$ cat config.mk
export PLATFORM = sky130hd
export DESIGN_NAME = ahb_sram_ctrl
export DESIGN_NICKNAME = d
export VERILOG_FILES = /design/src/rtl/ahb_sram_pkg.sv /design/src/rtl/ahb_sram_lane_dec.sv /design/src/rtl/ahb_sram_ctrl.sv
export SDC_FILE = /design/constraint.sdc
export NUM_CORES = 1
export LEC_CHECK = 0
export BUFFER_PORTS_ARGS = -buffer_cell sky130_fd_sc_hd__buf_2
export CAP_MARGIN = 0
export CORE_UTILIZATION = 41
export DETAILED_ROUTE_END_ITERATION = 10
export PLACE_DENSITY = 0.83
export SLEW_MARGIN = 20
export SYNTH_ARGS = -nofsm -noshare
export SYNTH_HDL_FRONTEND = slang
export SYNTH_SLANG_ARGS = --single-unit
export TNS_END_PERCENT = 5
$ cat constraint.sdc
create_clock -name HCLK -period 4.4 [get_ports HCLK]
set_input_delay 0.66 -clock HCLK [delete_from_list [all_inputs] [get_ports HCLK]]
set_output_delay 0.66 -clock HCLK [all_outputs]
set_load 0.1 [all_outputs]
$ cat src/rtl/ahb_sram_pkg.sv
// Shared encodings and sizing constants for the AHB-to-SRAM controller.
package ahb_sram_pkg;

    localparam int ADDR_WIDTH = 13;
    localparam int LANES      = 4;

    localparam logic [1:0] HTRANS_IDLE   = 2'd0;
    localparam logic [1:0] HTRANS_BUSY   = 2'd1;
    localparam logic [1:0] HTRANS_NONSEQ = 2'd2;
    localparam logic [1:0] HTRANS_SEQ    = 2'd3;

    localparam logic [2:0] HSIZE_BYTE = 3'd0;
    localparam logic [2:0] HSIZE_HALF = 3'd1;
    localparam logic [2:0] HSIZE_WORD = 3'd2;

    // Controller states, kept as plain constants for legacy-compatible encoding.
    typedef logic [2:0] state_t;
    localparam state_t ST_IDLE     = 3'd0;
    localparam state_t ST_RD_DATA  = 3'd1;
    localparam state_t ST_WR_DATA  = 3'd2;
    localparam state_t ST_RD_STALL = 3'd3;
    localparam state_t ST_ERR1     = 3'd4;
    localparam state_t ST_ERR2     = 3'd5;

endpackage

$ cat src/rtl/ahb_sram_lane_dec.sv
// Decodes HSIZE and the byte offset into a per-lane enable mask plus an
// alignment/size error flag; the mask is zero whenever the error flag is set.
module ahb_sram_lane_dec #(
    parameter int LANES = 4
) (
    input  logic [2:0]       hsize,
    input  logic [1:0]       lane,
    output logic [LANES-1:0] mask,
    output logic             err
);
    import ahb_sram_pkg::*;

    // Lane mask and error decode.
    always_comb begin
        mask = '0;
        err  = 1'b0;
        case (hsize)
            HSIZE_BYTE: begin
                mask = {{(LANES-1){1'b0}}, 1'b1} << lane;
            end
            HSIZE_HALF: begin
                if (lane[0]) begin
                    err = 1'b1;
                end else if (lane[1]) begin
                    mask = LANES'(4'b1100);
                end else begin
                    mask = LANES'(4'b0011);
                end
            end
            HSIZE_WORD: begin
                if (lane != 2'b00) begin
                    err = 1'b1;
                end else begin
                    mask = '1;
                end
            end
            default: begin
                err = 1'b1;
            end
        endcase
    end

endmodule

$ cat src/rtl/ahb_sram_ctrl.sv
// AHB-Lite slave in front of LANES byte-wide single-port SRAM macros.
// Reads issue in the address phase, writes in the data phase; a read that lands on a write data phase waits one cycle.
module ahb_sram_ctrl #(
    parameter int ADDR_WIDTH = ahb_sram_pkg::ADDR_WIDTH,
    parameter int LANES      = ahb_sram_pkg::LANES
) (
    input  logic                  HCLK,
    input  logic                  HRESET,
    input  logic                  HSEL,
    input  logic [31:0]           HADDR,
    input  logic [1:0]            HTRANS,
    input  logic                  HWRITE,
    input  logic [2:0]            HSIZE,
    input  logic                  HREADY,
    input  logic [31:0]           HWDATA,
    output logic [31:0]           HRDATA,
    output logic                  HREADYOUT,
    output logic                  HRESP,
    output logic [LANES-1:0]      sram_csb,
    output logic [LANES-1:0]      sram_web,
    output logic [ADDR_WIDTH-1:0] sram_addr,
    output logic [31:0]           sram_din,
    input  logic [31:0]           sram_dout
);
    import ahb_sram_pkg::*;

    state_t                state_r;
    state_t                state_nxt_s;
    logic [ADDR_WIDTH-1:0] addr_r;
    logic [LANES-1:0]      mask_r;
    logic [31:0]           hrdata_r;
    logic                  hreadyout_r;
    logic                  hresp_r;

    logic                  accept_s;
    logic                  rd_issue_s;
    logic [LANES-1:0]      dec_mask_s;
    logic                  dec_err_s;
    logic [ADDR_WIDTH-1:0] haddr_word_s;
    logic                  unused_s;

    ahb_sram_lane_dec #(
        .LANES (LANES)
    ) u_lane_dec (
        .hsize (HSIZE),
        .lane  (HADDR[1:0]),
        .mask  (dec_mask_s),
        .err   (dec_err_s)
    );

    // Reset gates acceptance so no SRAM strobe can leak through while it is held.
    assign accept_s     = HSEL & HREADY & HTRANS[1] & hreadyout_r & ~HRESET;
    assign haddr_word_s = HADDR[ADDR_WIDTH+1:2];
    assign rd_issue_s   = accept_s & ~HWRITE & ~dec_err_s & (state_r != ST_WR_DATA);
    assign unused_s     = ^{HADDR[31:ADDR_WIDTH+2], HTRANS[0]};

    // Next-state decode.
    always_comb begin
        state_nxt_s = state_r;
        case (state_r)
            ST_IDLE, ST_RD_DATA, ST_WR_DATA, ST_ERR2: begin
                if (!accept_s) begin
                    state_nxt_s = ST_IDLE;
                end else if (dec_err_s) begin
                    state_nxt_s = ST_ERR1;
                end else if (HWRITE) begin
                    state_nxt_s = ST_WR_DATA;
                end else if (state_r == ST_WR_DATA) begin
                    state_nxt_s = ST_RD_STALL;
                end else begin
                    state_nxt_s = ST_RD_DATA;
                end
            end
            ST_RD_STALL: state_nxt_s = ST_RD_DATA;
            ST_ERR1:     state_nxt_s = ST_ERR2;
            default:     state_nxt_s = ST_IDLE;
        endcase
    end

    // State, captured address phase and registered bus responses.
    always_ff @(posedge HCLK or posedge HRESET) begin
        if (HRESET) begin
            state_r     <= ST_IDLE;
            addr_r      <= '0;
            mask_r      <= '0;
            hreadyout_r <= 1'b1;
            hresp_r     <= 1'b0;
        end else begin
            state_r     <= state_nxt_s;
            hreadyout_r <= (state_nxt_s != ST_RD_STALL) && (state_nxt_s != ST_ERR1);
            hresp_r     <= (state_nxt_s == ST_ERR1) || (state_nxt_s == ST_ERR2);
            if (accept_s) begin
                addr_r <= haddr_word_s;
                mask_r <= dec_mask_s;
            end
        end
    end

    // Holds the most recent read word between read data phases.
    always_ff @(posedge HCLK or posedge HRESET) begin
        if (HRESET) begin
            hrdata_r <= 32'h0000_0000;
        end else if (state_r == ST_RD_DATA) begin
            hrdata_r <= sram_dout;
        end
    end

    // SRAM port mux: write data phase, stalled read, or a fresh read straight from the bus.
    always_comb begin
        sram_csb  = '1;
        sram_web  = '1;
        sram_addr = '0;
        sram_din  = 32'h0000_0000;
        case (state_r)
            ST_WR_DATA: begin
                sram_csb  = ~mask_r;
                sram_web  = ~mask_r;
                sram_addr = addr_r;
                sram_din  = HWDATA;
            end
            ST_RD_STALL: begin
                sram_csb  = '0;
                sram_addr = addr_r;
            end
            default: begin
                if (rd_issue_s) begin
                    sram_csb  = '0;
                    sram_addr = haddr_word_s;
                end else begin
                    sram_csb  = '1;
                    sram_addr = '0;
                end
            end
        endcase
    end

    assign HRDATA    = (state_r == ST_RD_DATA) ? sram_dout : hrdata_r;
    assign HREADYOUT = hreadyout_r;
    assign HRESP     = hresp_r;

endmodule

After elaboration in Yosys (flattened, before gate mapping):

Index checks and enable logic that the tools add are counted.

* bitwise operators: 11
* reduce and logical (&&, ||, !) cells: 7
* eq/ne operators: 12
* shift operators: 1
* multiplexer cells: 19

Operator list (count)
* $mux W32: 2
* $mux W13: 2
* $mux W4: 5
* $eq A3 B3 Y1 const B: 4
* $pmux W4 S3: 1
* $eq A3 B2 Y1 const B: 3
* $pmux W3 S3: 1
* $pmux W4 S2: 1
* $and A1 B1 Y1: 7
* $eq A3 B1 Y1 const B: 2
* $logic_not A3 Y1: 2
* $mux W3: 2
* $ne A3 B2 Y1 const B: 2
* $mux W2: 2
* $not A4 Y4: 1
* $reduce_or A4 Y1: 1
* $shl A1 B2 Y4 const A: 1
* $ne A3 B3 Y1 const B: 1
* $not A1 Y1: 3
* $pmux W1 S3: 1
* $mux W1: 2
* $reduce_bool A2 Y1: 1
* $reduce_or A2 Y1: 1
* $logic_and A1 B1 Y1: 1
* $logic_or A1 B1 Y1: 1

* output and inout bits: 87
* register bits: 54

Longest topological paths before layout:

* depth after elaboration: 9
* depth in mapped cells: 6
* depth with buffers taken out: 4

By module:

Synthesis repeated with hierarchy kept, for this count alone.

* cell total of the unflattened synthesis: 232
* area total of the unflattened synthesis: 2640.0 sq um

Modules (own cells, without submodules)
* ahb_sram_ctrl: seq. area each 1352.5 sq um, times used 1, cells an instance 219, area an instance 2537.4 sq um
* ahb_sram_lane_dec: seq. area each 0.0 sq um, times used 1, cells an instance 13, area an instance 102.6 sq um

Worst setup path before layout:

Ideal clock, no wire load.

* path kind: input to output
* from: input port HRESET
* to: output port sram_addr[0]
* arrival time: 4785 ps
* stages on the path: 4
* setup slack: -1045 ps
* buffers on the path: 0
* cells stage by stage: inv_1 > nand3_2 > or3_4 > o21ai_0

* cells in the longest elaborated chain, start to end: 7

Ends and longest elaborated chain
* start: declaration: RTL line ahb_sram_ctrl.sv:8 `input logic HRESET,`
* $not A1 Y1: RTL line ahb_sram_ctrl.sv:52 `assign accept_s = HSEL & HREADY & HTRANS[1] & hreadyout_r & ~HRESET;`
* $and A1 B1 Y1: RTL line ahb_sram_ctrl.sv:52
* $and A1 B1 Y1 (3 in a row): RTL line ahb_sram_ctrl.sv:54 `assign rd_issue_s = accept_s & ~HWRITE & ~dec_err_s & (state_r != ST_WR_DATA);`
* $mux W13: RTL line ahb_sram_ctrl.sv:126 `if (rd_issue_s) begin`
* $mux W13: RTL line ahb_sram_ctrl.sv:114 `case (state_r)`
* end: declaration: RTL line ahb_sram_ctrl.sv:21 `output logic [ADDR_WIDTH-1:0] sram_addr,`

Every way passes these cells.

Worst setup path after layout:

* from: register state_r[2]
* to: output port sram_din[31]

* cells in the longest elaborated chain, start to end: 2

Ends and longest elaborated chain
* start: declaration: RTL line ahb_sram_ctrl.sv:27 `state_t state_r;`
* start signal: assignment: RTL line ahb_sram_ctrl.sv:89 `state_r <= state_nxt_s;`
* $eq A3 B2 Y1: RTL line ahb_sram_ctrl.sv:114
* $mux W32: RTL line ahb_sram_ctrl.sv:114
* end: declaration: RTL line ahb_sram_ctrl.sv:22 `output logic [31:0] sram_din,`

Every way passes these cells.

==> metrics.txt <==
status=completed; Final Slew Violations=0; final wirelength=6310 um; sequential power share=24.9%; Worst R2R Setup Slack=2.50 ns; die area=6850 sq um; EDFF count, synth=0; FF+latch count, synth=54; Worst path top cell family by delay=simple AND/OR/NAND/NOR gates; Ys Warns=0; CTS tree=yes; Synth Net Count=343; fraction of the yosys area taken by sequential cells=50.6%; vias per std cell=4.79; vias in the first global route=2,058; root buffer cell=clkbuf_8; Final Hold Violating Endpoints=0; switching power=0.00185 W; Critical Path RT=3.74 ns; Sw Ratio=61.0%; Inserted Diodes=0; cell area after layout=3680 sq um; Num CTS Buffers=5; share of cells above drive strength 1=60.4%; I/O Buffers=174; ys flop type=dfrtp_1; post-CTS setup buffers=0; DRC viols=0; Starting Density=42.4%; placed cell area=3590 sq um; DRT Pass-1 Iters=4; final setup fails=0; TritonCTS Sinks=54; mapped cell area=2680 sq um; Core Rows=29; Finished Core Util=58.4%; CP cell instances=nand2b_1, nor2_2, and2_1, buf_2; Largest stage delay, worst path=0.84 ns; nets@finish=514; crit path DAT=2.72 ns; routed vias=2,327; crit start category=flop; GPL Wtd Cong=0.882; die height=82.8 um; ANT nets after route=0; maximum vdd drop=0.832 mV; CP Max Fanout=36; crit path max-delay cell type=nor2_2; Buf/Inv on CP=1; post_cts resized=0; clock power share=9.1%; fillers=546; Core Region=6310 sq um; critical path endpoint category=output port; clk_skew=0.00478 ns; GRT Resource Usage Total=17.7%; # hold bufs at CTS=0; Pwr per Cell Area=822 nW/um^2; period utilization=76.8%; worst hold path class=flop to flop; Internal=0.00118 W; clk slew on worst S/H paths=0.09 ns; Min Clock Period, post-route=3.38 ns; DP HPWL=4910 um; Die X=82.8 um; Peak Freq=296 MHz; commonest non-fill, non-tap cell in the layout=buf_2; commonest non-fill, non-tap cells in the layout=174 x buf_2, 53 x dfrtp_1, 43 x mux2_2, 35 x nand2_1, 32 x and2_1; Rel. slew slack=37.9%; Lkg Pwr=1.95 nW; initial antenna violation count=0; cells after synthesis=237; per-cell routed wire length=13.0 um; Hold WS=0.490 ns; Yosys cell types=36; drt initial violations=85; critical path class=flop to output port; Boundary Pins=193; H-tree levels=2; combinational power share=66.0%; RSZ-0062 raised after global routing=false; syn avg cell area=11.3 sq um; Max clock buf depth=2; grt total ovfl=0; first-pass GRT wire length=9030 um; worst slew pin tran=0.931 ns; largest net degree at the start of global routing=55; async set or reset register ratio after synthesis=100%; Syn-to-layout area delta=37.7%; Max-Cap Viols=0; Worst-Skew Late Latency=0.29 ns
==> power groups by stage <==
stage                     Clock [W]  Combinational (W)  Sequential, W
after floorplan                   0            0.00176       0.000763
after global placement            0            0.00199       0.000753
after detailed placement          0            0.00201       0.000766
after CTS                  0.000287            0.00201       0.000755
after global routing       0.000308            0.00206       0.000775
final                      0.000276            0.00200       0.000753
==> logic make-up (layout without fill, tap and decap cells) <==
group,count (synthesis),in the layout,synth area share [%]
DFF,54,54,50.6
xor gates and xnor gates,2,2,0.655
muxes,45,45,18.9
buffers and inverters,14,186,2.81
AOI/OAI and AO/OA,33,33,9.12
and+or+nand+nor,89,89,17.9
==> registers in the layout, indices dropped and copies added, names as in the netlist <==
name and cells:
HREADYOUT 1, hrdata_r 32, mask_r 4, HRESP 1
state_r 3, addr_r 13
==> metal layers <==
metal	share of wire [%]	track usage, %
met5	0	0
met2	51	31.6
met4	0.46	4.48
met1	43	21.3
met3	6.1	3.93
==> Yosys cell counts (2+ instances only) <==
| cell type | number | area (sq um) |
|---|---|---|
| nor2_2 | 2 | 12.5 |
| nor3_1 | 2 | 10.0 |
| dfrtp_1 | 53 | 1330 |
| nor2_1 | 3 | 11.3 |
| nor2b_1 | 2 | 12.5 |
| buf_6 | 2 | 22.5 |
| o21ai_0 | 8 | 40.0 |
| nand2b_1 | 4 | 25.0 |
| a21o_1 | 2 | 15.0 |
| mux2_2 | 43 | 484 |
| mux2_1 | 2 | 22.5 |
| o41ai_1 | 2 | 17.5 |
| nand2_1 | 35 | 131 |
| and2_1 | 32 | 200 |
| xor2_1 | 2 | 17.5 |
| o22ai_1 | 3 | 18.8 |
| buf_2 | 6 | 30.0 |
| clkbuf_1 | 5 | 18.8 |
| a21oi_1 | 2 | 10.0 |
| o21ai_2 | 11 | 96.3 |
==> final cells by class <==
class                      instances  area [sq um]  share of cell area, %
clock buffer                       7          86.3                   2.34
tap                               77          96.3                   2.61
multi-input combinational        169          1250                   33.9
inverter                           1          3.75                  0.102
timing repair buffer             177           893                   24.2
clock inverter                     1          5.00                  0.136
sequential                        54          1350                   36.7
==> final timing paths <==
path                                        from                    end  depth (start not counted)
max                         state_r[2]$_DFF_PP0_           sram_din[31]                          4
min                        hrdata_r[6]$_DFF_PP0_  hrdata_r[6]$_DFF_PP0_                          1
max reg2reg                  HREADYOUT$_DFF_PP1_   state_r[0]$_DFF_PP0_                          3
min reg2reg                hrdata_r[6]$_DFF_PP0_  hrdata_r[6]$_DFF_PP0_                          1
max in group asynchronous                 HRESET  mask_r[2]$_DFFE_PP0N_                          3
min in group asynchronous                 HRESET  hrdata_r[9]$_DFF_PP0_                          3
==> through the flow <==
step | instances | power [W] | TNS (ns) | setup WS, ns
floorplan | 237 | 0.00252 | -1.42 | -0.291
global placement | 478 | 0.00274 | 0 | 1.09
detailed placement | 478 | 0.00278 | 0 | 1.04
CTS | 486 | 0.00305 | 0 | 0.990
global route | 486 | 0.00314 | 0 | 0.692
finish | 486 | 0.00303 | 0 | 1.02
No activity file was read; power rests on OpenSTA's default activity.
